<file path="config.mk">
export PLATFORM = sky130hd
export DESIGN_NAME = board_fetch_arbiter
export DESIGN_NICKNAME = d
export VERILOG_FILES = /design/src/rtl/board_fetch_arbiter.sv
export SDC_FILE = /design/constraint.sdc
export NUM_CORES = 1
export LEC_CHECK = 0
export BUFFER_PORTS_ARGS = -buffer_cell sky130_fd_sc_hd__buf_2
export CAP_MARGIN = 10
export CORE_ASPECT_RATIO = 0.5
export CORE_MARGIN = 1.5
export CORE_UTILIZATION = 60
export DETAILED_ROUTE_END_ITERATION = 8
export HOLD_SLACK_MARGIN = 0.03
export MAX_ROUTING_LAYER = met4
export PLACE_DENSITY = 0.8
export SLEW_MARGIN = 5
export SYNTH_ARGS = -nofsm -noshare
export SYNTH_HDL_FRONTEND = slang
export SYNTH_SLANG_ARGS = --single-unit
</file>
<file path="constraint.sdc">
create_clock -name clk -period 7.5 [get_ports clk]
set_input_delay 1.5 -clock clk [delete_from_list [all_inputs] [get_ports clk]]
set_output_delay 1.5 -clock clk [all_outputs]
set_load 0.01 [all_outputs]
</file>
<file path="src/rtl/board_fetch_arbiter.sv">
// board_fetch_arbiter
//   Owns the single port of the 81-cell Sudoku board RAM. Once per scanline,
//   at the start of horizontal blanking, it reads the 9 cells of the grid row
//   that the next line will display into a line buffer. When no fetch is in
//   progress it grants one-cycle writes from the solver/recognizer. The
//   display outputs (in_grid, index, number) follow h_cnt/v_cnt by one clk.
//
// Ports
//   clk, rst             clock, synchronous active-high reset
//   h_cnt, v_cnt         VGA counters (h_cnt may hold for several clks)
//   wr_req/wr_index/     write request, held until wr_ack; dropped the
//   wr_number/wr_ack     cycle after the one-cycle wr_ack pulse
//   mem_addr/mem_we/     board RAM port; mem_rdata is valid one clk after
//   mem_wdata/mem_rdata  the address it belongs to
//   in_grid/index/number pixel-side cell information (registered)
//   fetch_busy           high while fetching or draining the last read
//   fsm_state            current FSM state, for debug/observation
//
// Handshake: wr_req is a level request held by the requester. A write is
// accepted in the cycle wr_ack is high (exactly one cycle); the requester
// must not change wr_index/wr_number while wr_req is high and unacknowledged.
module board_fetch_arbiter #(
  parameter int CELL_SIZE = 52,
  parameter int GRID_N    = 9,
  parameter int H_ACTIVE  = 640,
  parameter int V_TOTAL   = 525,
  parameter int NUM_W     = 11
) (
  input  logic             clk,
  input  logic             rst,
  input  logic [9:0]       h_cnt,
  input  logic [9:0]       v_cnt,
  input  logic             wr_req,
  input  logic [6:0]       wr_index,
  input  logic [NUM_W-1:0] wr_number,
  output logic             wr_ack,
  output logic [6:0]       mem_addr,
  output logic             mem_we,
  output logic [NUM_W-1:0] mem_wdata,
  input  logic [NUM_W-1:0] mem_rdata,
  output logic             in_grid,
  output logic [9:0]       index,
  output logic [NUM_W-1:0] number,
  output logic             fetch_busy,
  output logic [1:0]       fsm_state
);

  localparam int GRID_PX = GRID_N * CELL_SIZE;
  localparam int CELLS   = GRID_N * GRID_N;

  typedef enum logic [1:0] {IDLE, FETCH, DRAIN, WRITE} state_t;

  state_t           state, next_state;
  logic [9:0]       h_prev;
  logic             pending;
  logic [3:0]       pend_row;
  logic [3:0]       fetch_row;
  logic [3:0]       k;
  logic             buf_valid;
  logic [NUM_W-1:0] buf_mem [GRID_N];

  logic             trig;
  logic [9:0]       target_line;
  logic             trig_fetch;
  logic [3:0]       trig_row;
  logic             fetch_req;
  logic [3:0]       start_row;
  logic             start_fetch;
  logic             do_write;
  logic [3:0]       col;
  logic [3:0]       row;
  logic             pix_in_grid;

  assign fsm_state = state;

  // Edge detect on h_cnt reaching the blanking start, so a held h_cnt value
  // produces a single trigger per line.
  assign trig        = (h_cnt == 10'(H_ACTIVE)) && (h_prev != 10'(H_ACTIVE));
  assign target_line = (v_cnt == 10'(V_TOTAL - 1)) ? 10'd0 : v_cnt + 10'd1;
  assign trig_fetch  = trig && (target_line < 10'(GRID_PX));
  assign trig_row    = 4'(target_line / 10'(CELL_SIZE));
  assign fetch_req   = pending || trig_fetch;
  // A fresh trigger names the line actually coming next, so it wins over
  // an older pending row.
  assign start_row   = trig_fetch ? trig_row : pend_row;

  assign pix_in_grid = (h_cnt < 10'(GRID_PX)) && (v_cnt < 10'(GRID_PX));
  assign col         = 4'(h_cnt / 10'(CELL_SIZE));
  assign row         = 4'(v_cnt / 10'(CELL_SIZE));

  always_comb begin
    next_state  = state;
    start_fetch = 1'b0;
    do_write    = 1'b0;
    case (state)
      IDLE: begin
        if (fetch_req) begin
          next_state  = FETCH;
          start_fetch = 1'b1;
        end else if (wr_req) begin
          next_state = WRITE;
          do_write   = 1'b1;
        end
      end
      FETCH: begin
        if (k == 4'(GRID_N - 1)) next_state = DRAIN;
      end
      DRAIN: next_state = IDLE;
      WRITE: begin
        // A trigger that arrived during the write starts the fetch right away.
        if (fetch_req) begin
          next_state  = FETCH;
          start_fetch = 1'b1;
        end else begin
          next_state = IDLE;
        end
      end
      default: next_state = IDLE;
    endcase
  end

  always_ff @(posedge clk) begin
    if (rst) begin
      state      <= IDLE;
      h_prev     <= '0;
      pending    <= 1'b0;
      pend_row   <= '0;
      fetch_row  <= '0;
      k          <= '0;
      buf_valid  <= 1'b0;
      for (int i = 0; i < GRID_N; i++) buf_mem[i] <= '0;
      mem_addr   <= '0;
      mem_we     <= 1'b0;
      mem_wdata  <= '0;
      wr_ack     <= 1'b0;
      in_grid    <= 1'b0;
      index      <= '0;
      number     <= '0;
      fetch_busy <= 1'b0;
    end else begin
      state  <= next_state;
      h_prev <= h_cnt;
      mem_we <= 1'b0;
      wr_ack <= 1'b0;

      if (start_fetch) begin
        pending <= 1'b0;
      end else if (trig_fetch) begin
        pending  <= 1'b1;
        pend_row <= trig_row;
      end

      if (start_fetch) begin
        fetch_row <= start_row;
        k         <= '0;
        mem_addr  <= 7'(start_row) * 7'(GRID_N);
      end else if (state == FETCH) begin
        // Read data in this cycle belongs to the address issued last cycle.
        if (k != 4'd0) buf_mem[k - 4'd1] <= mem_rdata;
        if (k != 4'(GRID_N - 1)) begin
          k        <= k + 4'd1;
          mem_addr <= 7'(fetch_row) * 7'(GRID_N) + 7'(k) + 7'd1;
        end
      end else if (state == DRAIN) begin
        buf_mem[GRID_N-1] <= mem_rdata;
        buf_valid         <= 1'b1;
      end

      if (do_write) begin
        mem_addr  <= wr_index;
        mem_wdata <= wr_number;
        mem_we    <= (wr_index < 7'(CELLS));
        wr_ack    <= 1'b1;
      end

      fetch_busy <= (next_state == FETCH) || (next_state == DRAIN);

      in_grid <= pix_in_grid;
      if (pix_in_grid) begin
        index  <= 10'(row) * 10'(GRID_N) + 10'(col);
        number <= buf_valid ? buf_mem[col] : '0;
      end else begin
        index  <= '0;
        number <= '0;
      end
    end
  end

endmodule

</file>
==> flow_summary_export.csv <==
group,metric,value,unit
critical_path,path_delay_family,"compound AO/OA/AOI/OAI gates",
min_path,hold_path_class,"reg2reg",
timing,max_slew_margin,0.187,
global_route,track_usage,0.276,
timing,hold_violations,0,
layout,fin_cells,1431,
layout,final_nets,1248,
synthesis,synth_mux_area_frac,0.0352,
synthesis,synth_top_family_by_area,"simple AND/OR/NAND/NOR gates",
synthesis,synth.distinct_cells,98,
synthesis,synth_xor_area_frac,0.0192,
synthesis,syn_inst,1120,
critical_path,required,7.87,ns
global_route,antenna_found_initial,0,
global_route,grt_max_degree,101,
placement,port_buffers,94,
synthesis,ys.flop_type,"edfxtp_1",
synthesis,async_flop_share,0,
drt,drc,0,
synthesis,synth-seq-cells,199,
layout,diodes,0,
timing,fin_crit_sh,0.752,
global_route,grt_pass1_vias,8112,
synthesis,postSynthAreaPerCell,10.2,um2
timing,finClkSkew,0.0164,ns
synthesis,synth_edf_count,132,
drt,drt-initial-drc-count,696,
synthesis,yosysSeqAreaShare,0.465,
critical_path,worst_setup_path_start_kind,"input pin",
synthesis,syn_area,11400,um2
placement,post-place-ws,1.48,ns
placement,dp_hpwl,18000,um
layout,drive_gt1_frac,0.151,
critical_path,max_stage_delay,0.72,ns
critical_path,timing.critical_path.buf_inv,1,
layout,fillCellCount,1425,
floorplanning,dieArea,19900,um2
critical_path,endpoint_kind,"flip-flop",
timing,finalSetupTns,0,ns
power_and_ir_drop,p_leak,4.80,nW
timing,setup_viol,0,
clock_tree,cts_tree,"yes",
layout,final_util,0.670,
floorplanning,row_count,35,
clock_tree,clock_latency,0.44,ns
drt,wirelength,26200,um
drt,wl_per_cell,18.3,um
critical_path,cp_cell_sequence,"buf_2 -> ha_1 -> nand3_2 -> nor3_4 -> xnor2_1 -> nor3_1 -> a21oi_1 -> a211oi_1 -> o21ai_0 -> o211ai_1 -> nand2_1 -> a21oi_1 -> ha_1 -> ha_1 -> ha_1 -> xnor2_1 -> a21oi_1 -> a211o_1 -> a21oi_1",
critical_path,crit_fanout,12,
run_status,outcome,"complete, no violations",
global_route,grt_pass1_wl,41700,um
drt,ant_nets,0,
layout,area_delta_synth_final,8.75,%
floorplanning,core_area,18500,um2
critical_path,arrival,6.01,ns
clock_tree,cts_sinks,199,
timing,tightest_slew,1.22,ns
synthesis,yosys_warnings,0,
timing,layout_setup_ws,1.86,ns
synthesis,synth_adder_area_share,0.0434,
floorplanning,die_x,198,um
clock_tree,cts_inserted_buffers,17,
clock_tree,postCtsSetupBuffers,0,
synthesis,synth-simple-area-share,0.230,
clock_tree,ctsRootBufferMaster,"clkbuf_16",
floorplanning,start_util,0.616,
clock_tree,cts_buffer_depth,2,
drt,vias,8793,
clock_tree,htree_num_levels,4,
clock_tree,post_cts_resize_count,0,
critical_path,criticalPathCategory,"in2reg",
synthesis,synth_compound_area_frac,0.156,
placement,globalplace.congestion,0.934,
placement,dp.cells,1398,
timing,rsz0062_at_grt,"no",
drt,dr.pass1.iters,5,
critical_path,cp_slowest_cell,"a21oi_1",
drt,viasPerCell,6.14,
power_and_ir_drop,p_per_area,214,nW/um2
timing,fmax,177,MHz
global_route,grt_overflow,0,
run,maxCapViolCount,0,
timing,slew_viol_final,0,
power_and_ir_drop,peakVddDrop,0.165,mV
clock_tree,postCtsHoldBufs,0,
clock_tree,clk_pin_slew,0.08,ns
timing,period_needed,5.64,ns
floorplanning,die_h,101,um
floorplanning,ios,97,
==> logic make-up (layout without fill, tap and decap cells) <==
family	after synthesis	in the layout
adders and majority gates	38	38
and+or+nand+nor	454	454
muxes	40	40
AOI/OAI and AO/OA	246	246
xor gates and xnor gates	25	25
DFF	199	199
other	1	2
buffers and inverters	117	168
==> power by group <==
group	internal [mW]	switching, mW	total, mW
registers	1.21	0.0205	1.23
clock network	0.445	0.446	0.891
logic	0.198	0.332	0.530
total	1.85	0.799	2.65
==> layer usage <==
metal	routed length, um	vias up	track usage	share of wire
met1	11500	4230	0.365	0.44
met3	1710	33	0.0448	0.065
li1	-	4196	-	-
met4	233	0	0.0523	0.0089
met5	0	-	-	0
met2	12800	334	0.457	0.49
==> layout make-up <==
| type | count | area (um2) | area share |
|---|---|---|---|
| tap | 259 | 324 | 0.0261 |
| timing repair buffer | 105 | 553 | 0.0446 |
| clock buffer | 17 | 425 | 0.0343 |
| sequential | 199 | 5310 | 0.427 |
| clock inverter | 15 | 151 | 0.0122 |
| inverter | 31 | 116 | 0.00938 |
| multi-input combinational | 805 | 5540 | 0.446 |
==> synth_stat cells (all sizes together) (3+ instances only) <==
library cell	instances	area [um2]
a22oi	5	37.5
nand3b	35	263
a221oi	4	52.6
nand2b	10	70.1
nand2	85	332
a21boi	3	22.5
a32oi	4	35.0
and3	7	45.1
inv	30	113
a31oi	9	77.6
a211oi	13	97.6
nor4	5	46.3
and4b	12	120
xor2	8	70.1
a22o	3	26.3
mux2i	39	390
o31ai	6	45.0
a311oi	4	41.3
nor2	72	287
nor3	17	101
nand4b	5	58.8
o2111ai	36	315
o211ai	12	90.1
ha	34	425
dfxtp	67	1340
a221o	3	30.0
edfxtp	132	3960
or3	7	43.8
nor2b	29	181
buf	35	228
xnor2	17	149
nand3	53	285
nand4	5	37.5
a21o	12	90.1
or4	4	30.0
nor4b	3	38.8
o21a	5	37.5
o21ai	45	225
and2	95	599
o22ai	6	50.0
clkbuf	51	238
fa	3	60.1
a21oi	51	255
==> placed cells by master (no fill, tap or decap), types with 5 or more instances in the layout <==
cell type  count
xor2_1         8
a21o_1        12
and3_1         5
nor2_1        71
a31oi_1        7
and2_1        91
nand2_1       82
nor2b_1       29
edfxtp_1     132
nand2b_1       9
o31ai_1        6
a22oi_1        5
inv_8          6
and4b_1       12
inv_1         30
nand3_1       49
dfxtp_1       67
nand3b_1      35
o21a_1         5
ha_1          34
o2111ai_1     36
a211oi_1      13
o21ai_0       44
buf_2         94
a21oi_1       51
or3_1          7
buf_4         11
xnor2_1       17
nor3_1        15
mux2i_1       39
clkbuf_16     17
o211ai_1      12
==> tightest hold or removal path, stage by stage, from the launching register on <==
cell and delay (ns):
dfxtp_1 0.31, nand2_1 0.05, a21oi_1 0.05
==> metrics by stage <==
| stage | area (um2) | hold WS [ns] | power (mW) |
|---|---|---|---|
| after floorplan | 11400 | 0.432 | 1.65 |
| after global placement | 11800 | 0.438 | 1.76 |
| after detailed placement | 11800 | 0.443 | 1.78 |
| after CTS | 12400 | 0.454 | 2.65 |
| after global routing | 12400 | 0.471 | 2.75 |
| final | 12400 | 0.454 | 2.65 |
==> sequential cells by signal, indices dropped and copies added (netlist names), 2 cells and up <==
| register | count |
|---|---|
| h_prev | 10 |
| buf_mem | 132 |
| index | 8 |
| mem_wdata | 11 |
| fetch_row | 4 |
| mem_addr | 7 |
| number | 11 |
| pend_row | 4 |
| fsm_state | 2 |
| k | 4 |
==> worst paths after layout <==
check / slack (ns) / end / cells after the start / from
setup reg to reg: 4.27 / buf_mem[10][5] / 6 / h_prev[6]
hold / removal: 0.45 / mem_wdata[1] / 2 / mem_wdata[1]
hold reg to reg: 0.45 / mem_wdata[1] / 2 / mem_wdata[1]
setup / recovery: 1.86 / mem_addr[6] / 19 / v_cnt[0]
Note: power is estimated with default switching activity, not from simulation.
